<file path="src/rtl/vga_pkg.sv">
// vga_pkg: default 640x480@60 timing, the packed sync/DE bundle, and line/frame total helpers.
package vga_pkg;

  localparam int DEF_CLK_DIV   = 4;
  localparam int DEF_H_VISIBLE = 640;
  localparam int DEF_H_FP      = 16;
  localparam int DEF_H_SYNC    = 96;
  localparam int DEF_H_BP      = 48;
  localparam int DEF_V_VISIBLE = 480;
  localparam int DEF_V_FP      = 10;
  localparam int DEF_V_SYNC    = 2;
  localparam int DEF_V_BP      = 33;
  localparam int DEF_CNT_W     = 10;

  // Active-high decode bits; polarity is applied only at the top-level outputs.
  typedef struct packed {
    logic hs;
    logic vs;
    logic de;
  } sync_bits_t;

  function automatic int h_total(input int visible, input int fp, input int sync, input int bp);
    return visible + fp + sync + bp;
  endfunction

  function automatic int v_total(input int visible, input int fp, input int sync, input int bp);
    return visible + fp + sync + bp;
  endfunction

endpackage

</file>
<file path="src/rtl/vga_sync_delay.sv">
// vga_sync_delay: DEPTH-stage shift register for the raw sync/DE bits, advanced on pix_tick.
// Depth 0 is a plain wire so the outputs stay combinational from the counters.
module vga_sync_delay
  import vga_pkg::*;
#(
  parameter int DEPTH = 0
) (
  input  logic       clk,
  input  logic       reset,
  input  logic       en,
  input  logic       pix_tick,
  input  sync_bits_t din,
  output sync_bits_t dout
);

  generate
    if (DEPTH == 0) begin : g_bypass
      logic unused_bypass;
      assign unused_bypass = ^{clk, reset, en, pix_tick};
      assign dout = din;
    end else begin : g_pipe
      sync_bits_t stage_reg [DEPTH];

      // Shift on each pixel tick; a disabled generator flushes every stage to inactive.
      always_ff @(posedge clk or negedge reset) begin
        if (!reset) begin
          for (int i = 0; i < DEPTH; i++) stage_reg[i] <= '0;
        end else if (!en) begin
          for (int i = 0; i < DEPTH; i++) stage_reg[i] <= '0;
        end else if (pix_tick) begin
          stage_reg[0] <= din;
          for (int i = 1; i < DEPTH; i++) stage_reg[i] <= stage_reg[i-1];
        end
      end

      assign dout = stage_reg[DEPTH-1];
    end
  endgenerate

endmodule

</file>
<file path="src/rtl/vga_timing_gen.sv">
// vga_timing_gen: clk prescaler, horizontal/vertical counters, sync/DE decode and
// line/frame pulses. Every counter advance happens on the edge that raises pix_tick,
// so pix_tick, line_start and frame_start all mark the first clk of the new pixel.
module vga_timing_gen
  import vga_pkg::*;
#(
  parameter int CLK_DIV   = DEF_CLK_DIV,
  parameter int H_VISIBLE = DEF_H_VISIBLE,
  parameter int H_FP      = DEF_H_FP,
  parameter int H_SYNC    = DEF_H_SYNC,
  parameter int H_BP      = DEF_H_BP,
  parameter int V_VISIBLE = DEF_V_VISIBLE,
  parameter int V_FP      = DEF_V_FP,
  parameter int V_SYNC    = DEF_V_SYNC,
  parameter int V_BP      = DEF_V_BP,
  parameter int CNT_W     = DEF_CNT_W,
  parameter bit HS_POL    = 1'b0,
  parameter bit VS_POL    = 1'b0,
  parameter int PIPE_DLY  = 0
) (
  input  logic             clk,
  input  logic             reset,
  input  logic             en,
  output logic             pix_tick,
  output logic             h_sync,
  output logic             v_sync,
  output logic             DE,
  output logic [CNT_W-1:0] x_pixel,
  output logic [CNT_W-1:0] y_pixel,
  output logic             line_start,
  output logic             frame_start,
  output logic             v_blank
);

  localparam int H_TOTAL = h_total(H_VISIBLE, H_FP, H_SYNC, H_BP);
  localparam int V_TOTAL = v_total(V_VISIBLE, V_FP, V_SYNC, V_BP);

  // CLK_DIV tops out at 16, so the terminal count always fits in 4 bits.
  localparam int PRE_W = 4;
  localparam logic [PRE_W-1:0] PRE_LAST = PRE_W'(CLK_DIV - 1);

  localparam logic [CNT_W-1:0] H_LAST = CNT_W'(H_TOTAL - 1);
  localparam logic [CNT_W-1:0] V_LAST = CNT_W'(V_TOTAL - 1);
  localparam logic [CNT_W-1:0] H_VIS  = CNT_W'(H_VISIBLE);
  localparam logic [CNT_W-1:0] V_VIS  = CNT_W'(V_VISIBLE);
  localparam logic [CNT_W-1:0] HS_BEG = CNT_W'(H_VISIBLE + H_FP);
  localparam logic [CNT_W-1:0] HS_END = CNT_W'(H_VISIBLE + H_FP + H_SYNC);
  localparam logic [CNT_W-1:0] VS_BEG = CNT_W'(V_VISIBLE + V_FP);
  localparam logic [CNT_W-1:0] VS_END = CNT_W'(V_VISIBLE + V_FP + V_SYNC);

  logic [PRE_W-1:0] presc_reg;
  logic             tick_next;
  logic [CNT_W-1:0] h_cnt_reg;
  logic [CNT_W-1:0] v_cnt_reg;
  logic [CNT_W-1:0] h_next;
  logic [CNT_W-1:0] v_next;
  logic             pix_tick_reg;
  logic             line_start_reg;
  logic             frame_start_reg;
  sync_bits_t       raw_bits;
  sync_bits_t       dly_bits;

  // Terminal count of the prescaler: this edge begins a new pixel.
  assign tick_next = en && (presc_reg == PRE_LAST);

  // Prescaler cycles 0..CLK_DIV-1 while enabled and parks at 0 when idle.
  always_ff @(posedge clk or negedge reset) begin
    if (!reset) begin
      presc_reg <= '0;
    end else if (!en || (presc_reg == PRE_LAST)) begin
      presc_reg <= '0;
    end else begin
      presc_reg <= presc_reg + 1'b1;
    end
  end

  // Next counter position with horizontal and vertical wrap.
  always_comb begin
    h_next = h_cnt_reg + 1'b1;
    v_next = v_cnt_reg;
    if (h_cnt_reg == H_LAST) begin
      h_next = '0;
      v_next = (v_cnt_reg == V_LAST) ? '0 : v_cnt_reg + 1'b1;
    end
  end

  // Idle parks the counters at the last position so the first tick wraps to (0,0).
  always_ff @(posedge clk or negedge reset) begin
    if (!reset) begin
      h_cnt_reg <= H_LAST;
      v_cnt_reg <= V_LAST;
    end else if (!en) begin
      h_cnt_reg <= H_LAST;
      v_cnt_reg <= V_LAST;
    end else if (tick_next) begin
      h_cnt_reg <= h_next;
      v_cnt_reg <= v_next;
    end
  end

  // Strobes registered alongside the counter update; tick_next already carries en.
  always_ff @(posedge clk or negedge reset) begin
    if (!reset) begin
      pix_tick_reg    <= 1'b0;
      line_start_reg  <= 1'b0;
      frame_start_reg <= 1'b0;
    end else begin
      pix_tick_reg    <= tick_next;
      line_start_reg  <= tick_next && (h_next == '0);
      frame_start_reg <= tick_next && (h_next == '0) && (v_next == '0);
    end
  end

  // Raw active-high decode; the idle position sits in both back porches, so it is inactive.
  always_comb begin
    raw_bits    = '0;
    raw_bits.hs = (h_cnt_reg >= HS_BEG) && (h_cnt_reg < HS_END);
    raw_bits.vs = (v_cnt_reg >= VS_BEG) && (v_cnt_reg < VS_END);
    raw_bits.de = (h_cnt_reg < H_VIS) && (v_cnt_reg < V_VIS);
  end

  vga_sync_delay #(
    .DEPTH (PIPE_DLY)
  ) u_sync_delay (
    .clk      (clk),
    .reset    (reset),
    .en       (en),
    .pix_tick (tick_next),
    .din      (raw_bits),
    .dout     (dly_bits)
  );

  assign pix_tick    = pix_tick_reg;
  assign line_start  = line_start_reg;
  assign frame_start = frame_start_reg;
  assign x_pixel     = h_cnt_reg;
  assign y_pixel     = v_cnt_reg;
  assign v_blank     = (v_cnt_reg >= V_VIS);
  assign h_sync      = dly_bits.hs ? HS_POL : ~HS_POL;
  assign v_sync      = dly_bits.vs ? VS_POL : ~VS_POL;
  assign DE          = dly_bits.de;

endmodule

</file>
<file path="config.mk">
export PLATFORM = sky130hd
export DESIGN_NAME = vga_timing_gen
export DESIGN_NICKNAME = d
export VERILOG_FILES = /design/src/rtl/vga_pkg.sv /design/src/rtl/vga_sync_delay.sv /design/src/rtl/vga_timing_gen.sv
export SDC_FILE = /design/constraint.sdc
export NUM_CORES = 1
export LEC_CHECK = 0
export ABC_AREA = 1
export BUFFER_PORTS_ARGS = -buffer_cell sky130_fd_sc_hd__buf_4
export CAP_MARGIN = 10
export CELL_PAD_IN_SITES_DETAIL_PLACEMENT = 0
export CELL_PAD_IN_SITES_GLOBAL_PLACEMENT = 1
export CORE_MARGIN = 5
export CORE_UTILIZATION = 40
export CTS_CLUSTER_SIZE = 24
export DETAILED_ROUTE_END_ITERATION = 7
export MAX_ROUTING_LAYER = met4
export PLACE_DENSITY = 0.82
export SLEW_MARGIN = 20
export SYNTH_ARGS = -nofsm -noshare
export SYNTH_HDL_FRONTEND = slang
export SYNTH_SLANG_ARGS = --single-unit
</file>
<file path="constraint.sdc">
create_clock -name clk -period 2 [get_ports clk]
set_input_delay 0.1 -clock clk [delete_from_list [all_inputs] [get_ports clk]]
set_output_delay 0.1 -clock clk [all_outputs]
set_load 0.05 [all_outputs]
</file>
==> metrics.md, run 1 <==
| Metric | Value |
|---|---|
| ANT cells | 0 |
| Yosys top cell area share | 0.248 |
| Yosys cell types | 33 |
| DIE AREA | 5700 um2 |
| CP Launch Type | register |
| Sw Pwr | about 0.54 mW |
| # fillers | around 410 |
| Final setup fails | 0 |
| Largest net degree at the start of global routing | 28 |
| Worst VDD drop | 0.353 mV |
| Avg Synthesized Cell Area | 7.39 um2 |
| CP peak stage delay | approximately 0.55 ns |
| Yosys top cell by area | dfrtp_1 |
| DPL Wire Length | roughly 3300 um |
| Status | completed |
| DR WL/cell | 14.0 um |
| Fin cells | roughly 320 |
| # placed instances | around 310 |
| Top cells by area, synth | dfrtp_1 (25%), dfstp_2 (15%), nand2_1 (13%) |
| Crit path time final | 1.83 ns |
| DRT iter0 DRCs | 63 |
| Syn_nets | around 240 |
| Arrival @ worst endpoint | between 2 and 2.5 ns |
| Max Cap Viol | 0 |
| Critical path's slowest cell | dfstp_2 |
| Core Area | 4090 um2 |
| Clock skew | ~0.0016 ns |
| Ys flop type | dfrtp_1 |
| Htree depth | 1 |
| Pwr Density | roughly 670 nW/um2 |
| Clk_lat worst skew | 0.28 ns |
| Fin util | 0.519 |
| Drt first pass iters | 4 |
| Net Sw Frac | 0.378 |
| Seq/Total Area, Yosys | 0.401 |
| Initial antenna violation count | 0 |
| Number of flops mapped to enable cells by yosys | 0 |
| First-pass GRT wire length | approximately 7200 um |
| Final hold vios | 0 |
| Total negative slack | 0 ns |
| TritonCTS clock tree | yes |
| Max transition margin | 0.682 |
| Chip width | 75.5 um |
| Tcrit/Tclk final | 0.917 |
| Fin nets | ~280 |
| Worst flop-to-flop path startpoint | x_pixel[0]$_DFFE_PN1P_ |
| Hold WC Path Type | in -> reg |
| Maximum fanout along the worst path | 7 |
| Share of layout cells above drive strength 1 | 0.253 |
| Total wire length | between 4000 and 5000 um |
| GPL Wtd Cong | between 0.8 and 0.9 |
| Clock power share | 0.225 |
| Via-per-instance ratio | roughly 5.2 |
| Post-synth ARST share | 1.00 |
| Initial Util | 0.420 |
| Die Y | approximately 75 um |
| Synthesized cell area | around 1700 um2 |
| Most frequent cell after synthesis | nand2_1 |
| Vias | 1,648 |
| CP startpoint | x_pixel[0]$_DFFE_PN1P_ |
| Clock transition at path regs | approximately 0.090 ns |
| Synthesized flop and latch total | 27 |
| Crit path kind | reg -> reg |
| Worst EP required | about 2.2 ns |
| CTS Buffer Depth | 2 |
| CP Cell Sequence | ha_2 > nand3_4 > inv_4 > nand3_4 > inv_4 > nand2_1 > o21ai_0 > nand3_1 > nor2_1 > nand2_1 > nor2_1 |
| Sequential power share | 0.424 |
| Num CTS Buffers | 3 |
| Post-route DRC | 0 |
| GRT overflow | 0 |
| Gate power share | 0.352 |
| Tightest Pin Transition | 0.473 ns |
| Yosys synthesis warning count | 0 |
| Area growth syn-to-layout | 23.6% |
| Hold Path Origin | en |
| Internal cell power | around 0.9 mW |
| Port Buffer Count | 29 |
| Antenna Nets Post-Route | 0 |
| Placement row count | 23 |
| Static Leak | 1.09 nW |
| Root Driver | clkbuf_8 |
| Cells after synthesis | around 230 |
| Total Routing Usage GR | 0.172 |
| Vias in the first global route | 1,483 |
| Worst setup EP type | register |
| Fin. max-slew vios | 0 |
| # IOs | 30 |
| Fmax | around 550 MHz |
| Clock sink total | 27 |
| Post-synth top cells | nand2_1 (58), inv_1 (34), nand3_1 (22), nor2_1 (21), dfrtp_1 (17) |
## cell usage in the layout (no fill, tap or decap), types with 2 or more instances in the layout
cell type	count
a22oi_1	2
inv_4	2
nand4_1	4
nand3_1	19
nor3_1	3
buf_4	36
nand2_1	57
dfstp_2	10
inv_1	33
nand3_2	4
nor2_1	21
clkbuf_8	3
dfrtp_1	17
o22ai_1	9
xor2_1	3
nor2_2	2
o21ai_0	10
o21a_1	2
nand3_4	2
a21oi_1	9
ha_1	5
## cell families after synthesis
group / Yosys count / share of synthesized area
and+or+nand+nor: 115 / 0.296
buffers and inverters: 41 / 0.101
AOI/OAI and AO/OA: 39 / 0.138
DFF: 27 / 0.401
adders and majority gates: 6 / 0.0438
xor gates and xnor gates: 4 / 0.0204
## through the flow
stage / area [um2] / power, mW / hold slack [ns] / setup WS, ns
6_report: 2120 / 1.42 / 0.0562 / 0.166
5_1_grt: 2120 / 1.51 / 0.0615 / -0.00733
4_1_cts: 2070 / 1.40 / 0.0495 / 0.0557
3_5_place_dp: 2010 / 1.07 / 0.0424 / 0.0793
3_3_place_gp: 2010 / 1.07 / 0.0406 / 0.0963
2_1_floorplan: 1730 / 0.953 / -0.196 / 0.0270
## critical path: cells and delay by family, from the launching register on
family / cells / cell delay [ns]
AOI/OAI and AO/OA: 1 / 0.09
DFF: 1 / 0.55
adders and majority gates: 1 / 0.21
and+or+nand+nor: 7 / 0.70
buffers and inverters: 2 / 0.22
## cell type report
cell class / count / area, um2 / area share
Tap cell: 50 / 62.6 / 0.0295
Clock inverter: 1 / 5.00 / 0.00236
Inverter: 36 / 140 / 0.0661
Timing Repair Buffer: 37 / 280 / 0.132
Multi-Input combinational cell: 165 / 903 / 0.426
Clock buffer: 3 / 41.3 / 0.0195
Sequential cell: 27 / 688 / 0.324
## routing by layer
layer | wire, um | track usage | up-vias
li1 | - | - | 836
met1 | 2130 | 0.247 | 765
met2 | 2030 | 0.250 | 42
met3 | 264 | 0.0277 | 5
met4 | 46 | 0.0485 | 0
met5 | 0 | - | -
## power by group through the flow
stage / sequential [mW] / clock, mW / combinational [mW]
finish: 0.600 / 0.318 / 0.498
CTS: 0.600 / 0.338 / 0.457
floorplan: 0.662 / 0 / 0.291
detailed placement: 0.610 / 0 / 0.456
global route: 0.606 / 0.353 / 0.554
global placement: 0.609 / 0 / 0.457
## path summary, 6_finish.rpt
path,end,slack [ns],depth (start not counted)
setup / recovery,frame_start$_DFF_PN0_,0.17,11
hold / removal,presc_reg[0]$_DFF_PN0_,0.06,3
setup reg to reg,frame_start$_DFF_PN0_,0.17,11
hold reg to reg,presc_reg[0]$_DFF_PN0_,0.46,1
max in group asynchronous,y_pixel[9]$_DFFE_PN1P_,1.43,2
min in group asynchronous,y_pixel[1]$_DFFE_PN0P_,0.26,2
## timing repair
item                       4_1_cts  5_1_grt
hold endpoints to repair        17        0
hold buffers                     1        0
setup endpoints to repair        0        4
resized for setup                0        9
setup buffers                    0        1
Note: power is estimated with default switching activity, not from simulation.
==> run 2: changes to the inputs <==
- CTS_CLUSTER_DIAMETER: default -> 40
- SYNTH_HIERARCHICAL: default -> 1
==> run 2 against run 1 <==
Sequential share of layout area shrank 0.97 points. Area after synthesis grew 3.0%. Critical path type unchanged. Fmax shrank 3.9%. Largest cell class unchanged. Sequential cell count is the same. First-iteration DRC count grew 140%. Clock skew is essentially flat. Routed wire length grew 5.2%.
==> metrics.md, run 2 <==
| Metric | Value |
|---|---|
| Worst EP required | approximately 2.2 ns |
| Seq/Total Area, Yosys | 0.390 |
| Num CTS Buffers | 3 |
| Worst VDD drop | around 0.33 mV |
| Root Driver | clkbuf_8 |
| Fin nets | 295 |
| Yosys top cell by area | dfrtp_1 |
| Share of layout cells above drive strength 1 | 0.246 |
| Stages on worst setup path | 10 |
| Final worst slack | a little over 0.09 ns |
| Synthesized cell area | roughly 1800 um2 |
| Final Total Pwr | approximately 1.5 mW |
| Number of flops mapped to enable cells by yosys | 0 |
| Clock sink total | 27 |
| Crit path kind | reg -> reg |
| Fin cells | about 340 |
| CP peak stage delay | 0.59 ns |
| Worst hold path depth | 3 |
| Total wire length | ~4700 um |
| Avg Synthesized Cell Area | approximately 7.2 um2 |
| Via-per-instance ratio | slightly above 5 |
| FF-to-FF End | frame_start$_DFF_PN0_ |
| GPL Wtd Cong | approximately 0.92 |
| Post-synth top cells | nand2_1 (68), inv_1 (35), nor2_1 (24), nand3_1 (18), dfrtp_1 (17) |
| Status | completed |
| Syn_nets | 256 |
| Worst setup EP type | register |
| DR WL/cell | roughly 14 um |
| Ys flop type | dfrtp_1 |
| Post-Synth Adder-Cell Area | 0.0425 |
| Vias | ~1,700 |
| Largest family of logic cells by synthesized area | simple AND/OR/NAND/NOR gates |
| Chip width | between 70 and 80 um |
| Commonest non-fill, non-tap cell in the layout | nand2_1 |
| Max transition margin | 0.764 |
| Fraction of the mapped netlist area in simple logic gates | 0.310 |
| Total Routing Usage GR | 0.160 |
| Reg2reg path depth | 10 |
| Reg2Reg Setup Slack | 0.09 ns |
| Hold Path Origin | en |
| Clock skew | roughly 0.0017 ns |
| Most frequent cell after synthesis | nand2_1 |
| Fin util | 0.505 |
| Fmax | approximately 520 MHz |
| CTS Buffer Depth | 2 |
| Crit path time final | between 1.5 and 2 ns |
| Hold WC Path Type | in -> reg |
| ANT cells | 0 |
| Arrival @ worst endpoint | roughly 2.1 ns |
| Final setup fails | 0 |
| Area growth syn-to-layout | 23.7% |
| Static Leak | between 1 and 1.5 nW |
| Cells after synthesis | around 250 |
| Worst flop-to-flop path startpoint | x_pixel[1]$_DFFE_PN1P_ |
| Post-route DRC | 0 |
| Hold slack | 0.0379 ns |
| Internal cell power | between 0.8 and 0.9 mW |
| Top cells by area, synth | dfrtp_1 (24%), dfstp_2 (15%), nand2_1 (14%) |
| Critical path's slowest cell | dfstp_2 |
| Met2 routed WL | 2050 um |
| Sw Pwr | ~0.56 mW |
| Initial Util | 0.409 |
| First-pass GRT wire length | approximately 7600 um |
| Placement row count | 24 |
| Drt first pass iters | 4 |
| Met3 wire len | just over 200 um |
| Synthesized flop and latch total | 27 |
| Tcrit/Tclk final | 0.954 |
| # IOs | 30 |
| Core Area | between 4000 and 5000 um2 |
| GRT overflow | 0 |
| Vias in the first global route | ~1,500 |
| DPL Wire Length | 3440 um |
| Proportion of synthesized area in mux cells | 0 |
| DRT iter0 DRCs | between 150 and 200 |
| Worst path buffer plus inverter count | 0 |
| Gate power share | 0.365 |
| Synth Area in Compound Gates | 0.139 |
| Post-synth ARST share | 1.00 |
| Yosys top cell area share | 0.241 |
| Most used cell, CP | nand2_1 |
| TritonCTS clock tree | yes |
| Largest net degree at the start of global routing | 28 |
| Top delay family on crit path | simple AND/OR/NAND/NOR gates |
| XOR/XNOR Fraction of Synth Area | 0.00992 |
| Die Y | between 70 and 80 um |
| Most frequent cells in the layout | nand2_1 (68), buf_4 (39), inv_1 (35), nor2_1 (23) |
| # placed instances | approximately 330 |
| DIE AREA | between 5000 and 6000 um2 |
| Fin. max-slew vios | 0 |
| CP Launch Type | register |
| Yosys cell types | 35 |
| Pre-CTS WS | 0.0598 ns |
| Htree depth | 1 |
| Final hold vios | 0 |
| Net Sw Frac | 0.385 |
| Top sig layer | met4 |
| WHS Endpoint | presc_reg[0]$_DFF_PN0_ |
| Sequential power share | 0.412 |
| Tightest Pin Transition | roughly 0.35 ns |
| Antenna Nets Post-Route | 0 |
| Maximum fanout along the worst path | 7 |
| Clk_lat worst skew | about 0.28 ns |
| Port Buffer Count | 29 |
| Met1 WL | about 2400 um |
| Clock transition at path regs | approximately 0.1 ns |
| CP Cell Sequence | ha_4 > nand2_2 > nor2_4 > nand3_4 > nand2_1 > a21boi_2 > nand2_1 > nor2_1 > nand2_1 > nor2_1 |
| Yosys synthesis warning count | 6 |
| Pwr Density | 669 nW/um2 |
| Initial antenna violation count | 0 |
| Clock power share | 0.224 |
| Max Cap Viol | 0 |
## run 2: cell count changes after synthesis, sizes merged, moves of 3 or more
cell   previous run  this run
nand2            58        70
nand3            24        19
nor2             23        27
nor3              5         2
## run 2: tightest hold or removal path: cells and delay by family
kind | cells | cell delay, ns
buffers and inverters | 2 | 0.16
AND/OR/NAND/NOR | 1 | 0.03
## run 2: timing repair
item / CTS / global route
buffers inserted: 0 / 4
hold endpoints to repair: 17 / 0
setup endpoints to repair: 0 / 3
hold buffers: 1 / 0
resized for setup: 0 / 9
## run 2: cells by family after synthesis
group | Yosys count
simple gates | 125
xor+xnor | 2
flops | 27
fa+ha+maj | 6
buf+inv | 46
compound gates | 41
## run 2: power groups by stage
stage | Combinational [mW] | Clock [mW] | Sequential, mW
after floorplan | 0.300 | 0 | 0.661
after global placement | 0.458 | 0 | 0.611
after detailed placement | 0.458 | 0 | 0.611
after CTS | 0.459 | 0.334 | 0.601
after global routing | 0.588 | 0.353 | 0.607
final | 0.533 | 0.327 | 0.602
## run 2: final cells by class
| cell class | count | area, um2 |
|---|---|---|
| Clock buffer | 3 | 41.3 |
| Clock inverter | 1 | 5.00 |
| Fill cell | 445 | 2140 |
| Inverter | 39 | 151 |
| Multi-Input combinational cell | 175 | 932 |
| Sequential cell | 27 | 688 |
| Tap cell | 52 | 65.1 |
| Timing Repair Buffer | 40 | 303 |
## run 2: through the flow
step           TNS (ns)  area, um2
5_1_grt         -0.0272       2190
6_report              0       2190
3_5_place_dp          0       2050
4_1_cts               0       2110
3_3_place_gp          0       2050
2_1_floorplan         0       1770
## run 2: worst max-delay path by stage
stage                                 startpoint               endpoint  slack, ns
after global routing      x_pixel[1]$_DFFE_PN1P_  frame_start$_DFF_PN0_      -0.03
after detailed placement  x_pixel[0]$_DFFE_PN1P_  frame_start$_DFF_PN0_       0.06
after floorplan           x_pixel[1]$_DFFE_PN1P_  frame_start$_DFF_PN0_       0.06
final                     x_pixel[1]$_DFFE_PN1P_  frame_start$_DFF_PN0_       0.09
after CTS                 x_pixel[0]$_DFFE_PN1P_  frame_start$_DFF_PN0_       0.02
after global placement    x_pixel[0]$_DFFE_PN1P_  frame_start$_DFF_PN0_       0.09
## run 2: routing by layer
layer | track usage | vias up
li1 | - | 877
met1 | 0.244 | 794
met2 | 0.221 | 49
met3 | 0.0248 | 7
met4 | 0.0367 | 0
met5 | - | -
==> run 3: changes to the inputs <==
- CORE_MARGIN: 5 -> 2
==> run 3 against run 2 <==
Core utilization fell by 0.055 points. Combinational power fell by 3%. Routed wire length fell by 1.6%. Critical path depth rose by 1. Total power fell by 0.25%. Setup slack got worse by 0.013 ns. Largest power group unchanged.
==> metrics.md, run 3 (synthesis gave the netlist of run 2 again) <==
| Metric | Value |
|---|---|
| Status | completed |
| Sw Pwr | around 0.57 mW |
| Placement row count | 24 |
| Crit path kind | reg -> reg |
| Fmax | about 520 MHz |
| Static Leak | about 1.1 nW |
| Max Cap Viol | 0 |
| Chip width | 70.5 um |
| DIE AREA | approximately 5000 um2 |
| Htree depth | 1 |
| Clock skew | slightly above 0.003 ns |
| Num CTS Buffers | 3 |
| GPL Wtd Cong | 0.887 |
| # IOs | 30 |
| Core Area | approximately 4300 um2 |
| Post-route DRC | 0 |
| Clock transition at path regs | roughly 0.11 ns |
| Clock sink total | 27 |
| DPL Wire Length | ~3400 um |
| Arrival @ worst endpoint | between 2 and 2.5 ns |
| Total Routing Usage GR | 0.197 |
| Clock power share | 0.232 |
| Maximum fanout along the worst path | 6 |
| Placed cell areas | a little over 2000 um2 |
| ANT cells | 0 |
| Area growth syn-to-layout | 22.7% |
| Initial Util | 0.411 |
| Net Sw Frac | 0.388 |
| Pwr Density | 673 nW/um2 |
| DRT iter0 DRCs | around 140 |
| Total wire length | between 4000 and 5000 um |
| Sequential power share | 0.412 |
| Final hold vios | 0 |
| GRT overflow | 0 |
| Largest net degree at the start of global routing | 28 |
| Worst EP required | 2.22 ns |
| Tcrit/Tclk final | 0.961 |
| CP Launch Type | register |
| Port Buffer Count | 29 |
| Max transition margin | 0.766 |
| Fin nets | ~290 |
| # placed instances | ~330 |
| Worst setup EP type | register |
| Root Driver | clkbuf_8 |
| TritonCTS clock tree | yes |
| Total negative slack | 0 ns |
| DR WL/cell | around 14 um |
| RSZ-0062 raised after global routing | true |
| Gate power share | 0.355 |
| Commonest non-fill, non-tap cell in the layout | nand2_1 |
| Clk_lat worst skew | approximately 0.28 ns |
| Drt first pass iters | 5 |
| Via-per-instance ratio | slightly above 5 |
| Vias | 1,743 |
| Antenna Nets Post-Route | 0 |
| Internal cell power | a little under 0.9 mW |
| CTS Buffer Depth | 2 |
| Fin area | around 2200 um2 |
| Tightest Pin Transition | 0.351 ns |
| First-pass GRT wire length | between 7000 and 8000 um |
| Crit path time final | 1.92 ns |
| Final setup fails | 0 |
| Worst VDD drop | a little over 0.4 mV |
| Initial antenna violation count | 0 |
| Hold WC Path Type | in -> reg |
| Fin cells | between 300 and 400 |
| Die Y | about 70 um |
| Share of layout cells above drive strength 1 | 0.236 |
| Most frequent cells in the layout | nand2_1 (68), buf_4 (37), inv_1 (35), nor2_1 (23), nand3_1 (18) |
| Vias in the first global route | approximately 1,600 |
| Fin. max-slew vios | 0 |
[run 3: changes by cell type in the layout (fill, tap and decap cells not counted), sizes merged]
| cell | before | now |
|---|---|---|
| clkinv | 2 | 1 |
| buf | 39 | 38 |
| clkinvlp | 0 | 1 |
[run 3: cell type report]
class / count / area [um2]
Fill cell: 438 / 2130
Inverter: 39 / 149
Sequential cell: 27 / 688
Tap cell: 52 / 65.1
Multi-Input combinational cell: 175 / 918
Clock inverter: 1 / 7.51
Timing Repair Buffer: 39 / 299
Clock buffer: 3 / 41.3
[run 3: path summary, 6_finish.rpt]
path / startpoint / end / slack, ns / depth (start not counted)
setup / recovery: x_pixel[1]$_DFFE_PN1P_ / frame_start$_DFF_PN0_ / 0.08 / 11
hold / removal: en / presc_reg[0]$_DFF_PN0_ / 0.03 / 3
setup reg to reg: x_pixel[1]$_DFFE_PN1P_ / frame_start$_DFF_PN0_ / 0.08 / 11
hold reg to reg: presc_reg[0]$_DFF_PN0_ / presc_reg[0]$_DFF_PN0_ / 0.47 / 1
max in group asynchronous: reset / y_pixel[9]$_DFFE_PN1P_ / 1.43 / 2
min in group asynchronous: reset / y_pixel[8]$_DFFE_PN0P_ / 0.26 / 2
[run 3: critical path, stage by stage, from the launching register on]
cell and delay [ns]:
dfstp_2 0.59, ha_4 0.16, nand2_2 0.06, nor2_4 0.22, nand3_4 0.16, buf_6 0.16, nand2_1 0.05, o21a_1 0.14
nand2_1 0.06, nor2_1 0.09, nand2_1 0.08, nor2_2 0.10
[run 3: metrics by stage]
| stage | util | setup slack [ns] | total power [mW] | hold slack (ns) |
|---|---|---|---|---|
| after floorplan | - | 0.0584 | 0.961 | -0.196 |
| after global placement | 0.476 | 0.0553 | 1.07 | 0.0346 |
| after detailed placement | 0.476 | -0.00594 | 1.07 | 0.0388 |
| after CTS | 0.496 | 0.0157 | 1.45 | 0.0266 |
| after global routing | 0.505 | -0.0279 | 1.55 | 0.0437 |
| final | 0.505 | 0.0789 | 1.46 | 0.0349 |
[run 3: what timing repair did]
item                                    4_1_cts  5_1_grt
cloned                                        1        0
gates resized for setup                       1        5
hold buffers                                  1        0
endpoints found under the setup margin        1        2
endpoints found under the hold margin        17        0
pin swaps                                     1        2
setup buffers                                 2        2
[run 3: power groups by stage]
| stage | Combinational (mW) | Sequential, mW | Clock, mW |
|---|---|---|---|
| 2_1_floorplan | 0.300 | 0.661 | 0 |
| 3_3_place_gp | 0.464 | 0.610 | 0 |
| 3_5_place_dp | 0.464 | 0.611 | 0 |
| 4_1_cts | 0.496 | 0.601 | 0.352 |
| 5_1_grt | 0.576 | 0.606 | 0.371 |
| 6_report | 0.518 | 0.602 | 0.339 |
[run 3: routing by layer]
layer  GRT usage  vias to the layer above  share of wire
met2       0.300                       48           0.46
met5           -                        -              0
li1            -                      877              -
met3      0.0231                        8          0.046
met1       0.279                      810           0.49
met4      0.0534                        0          0.010
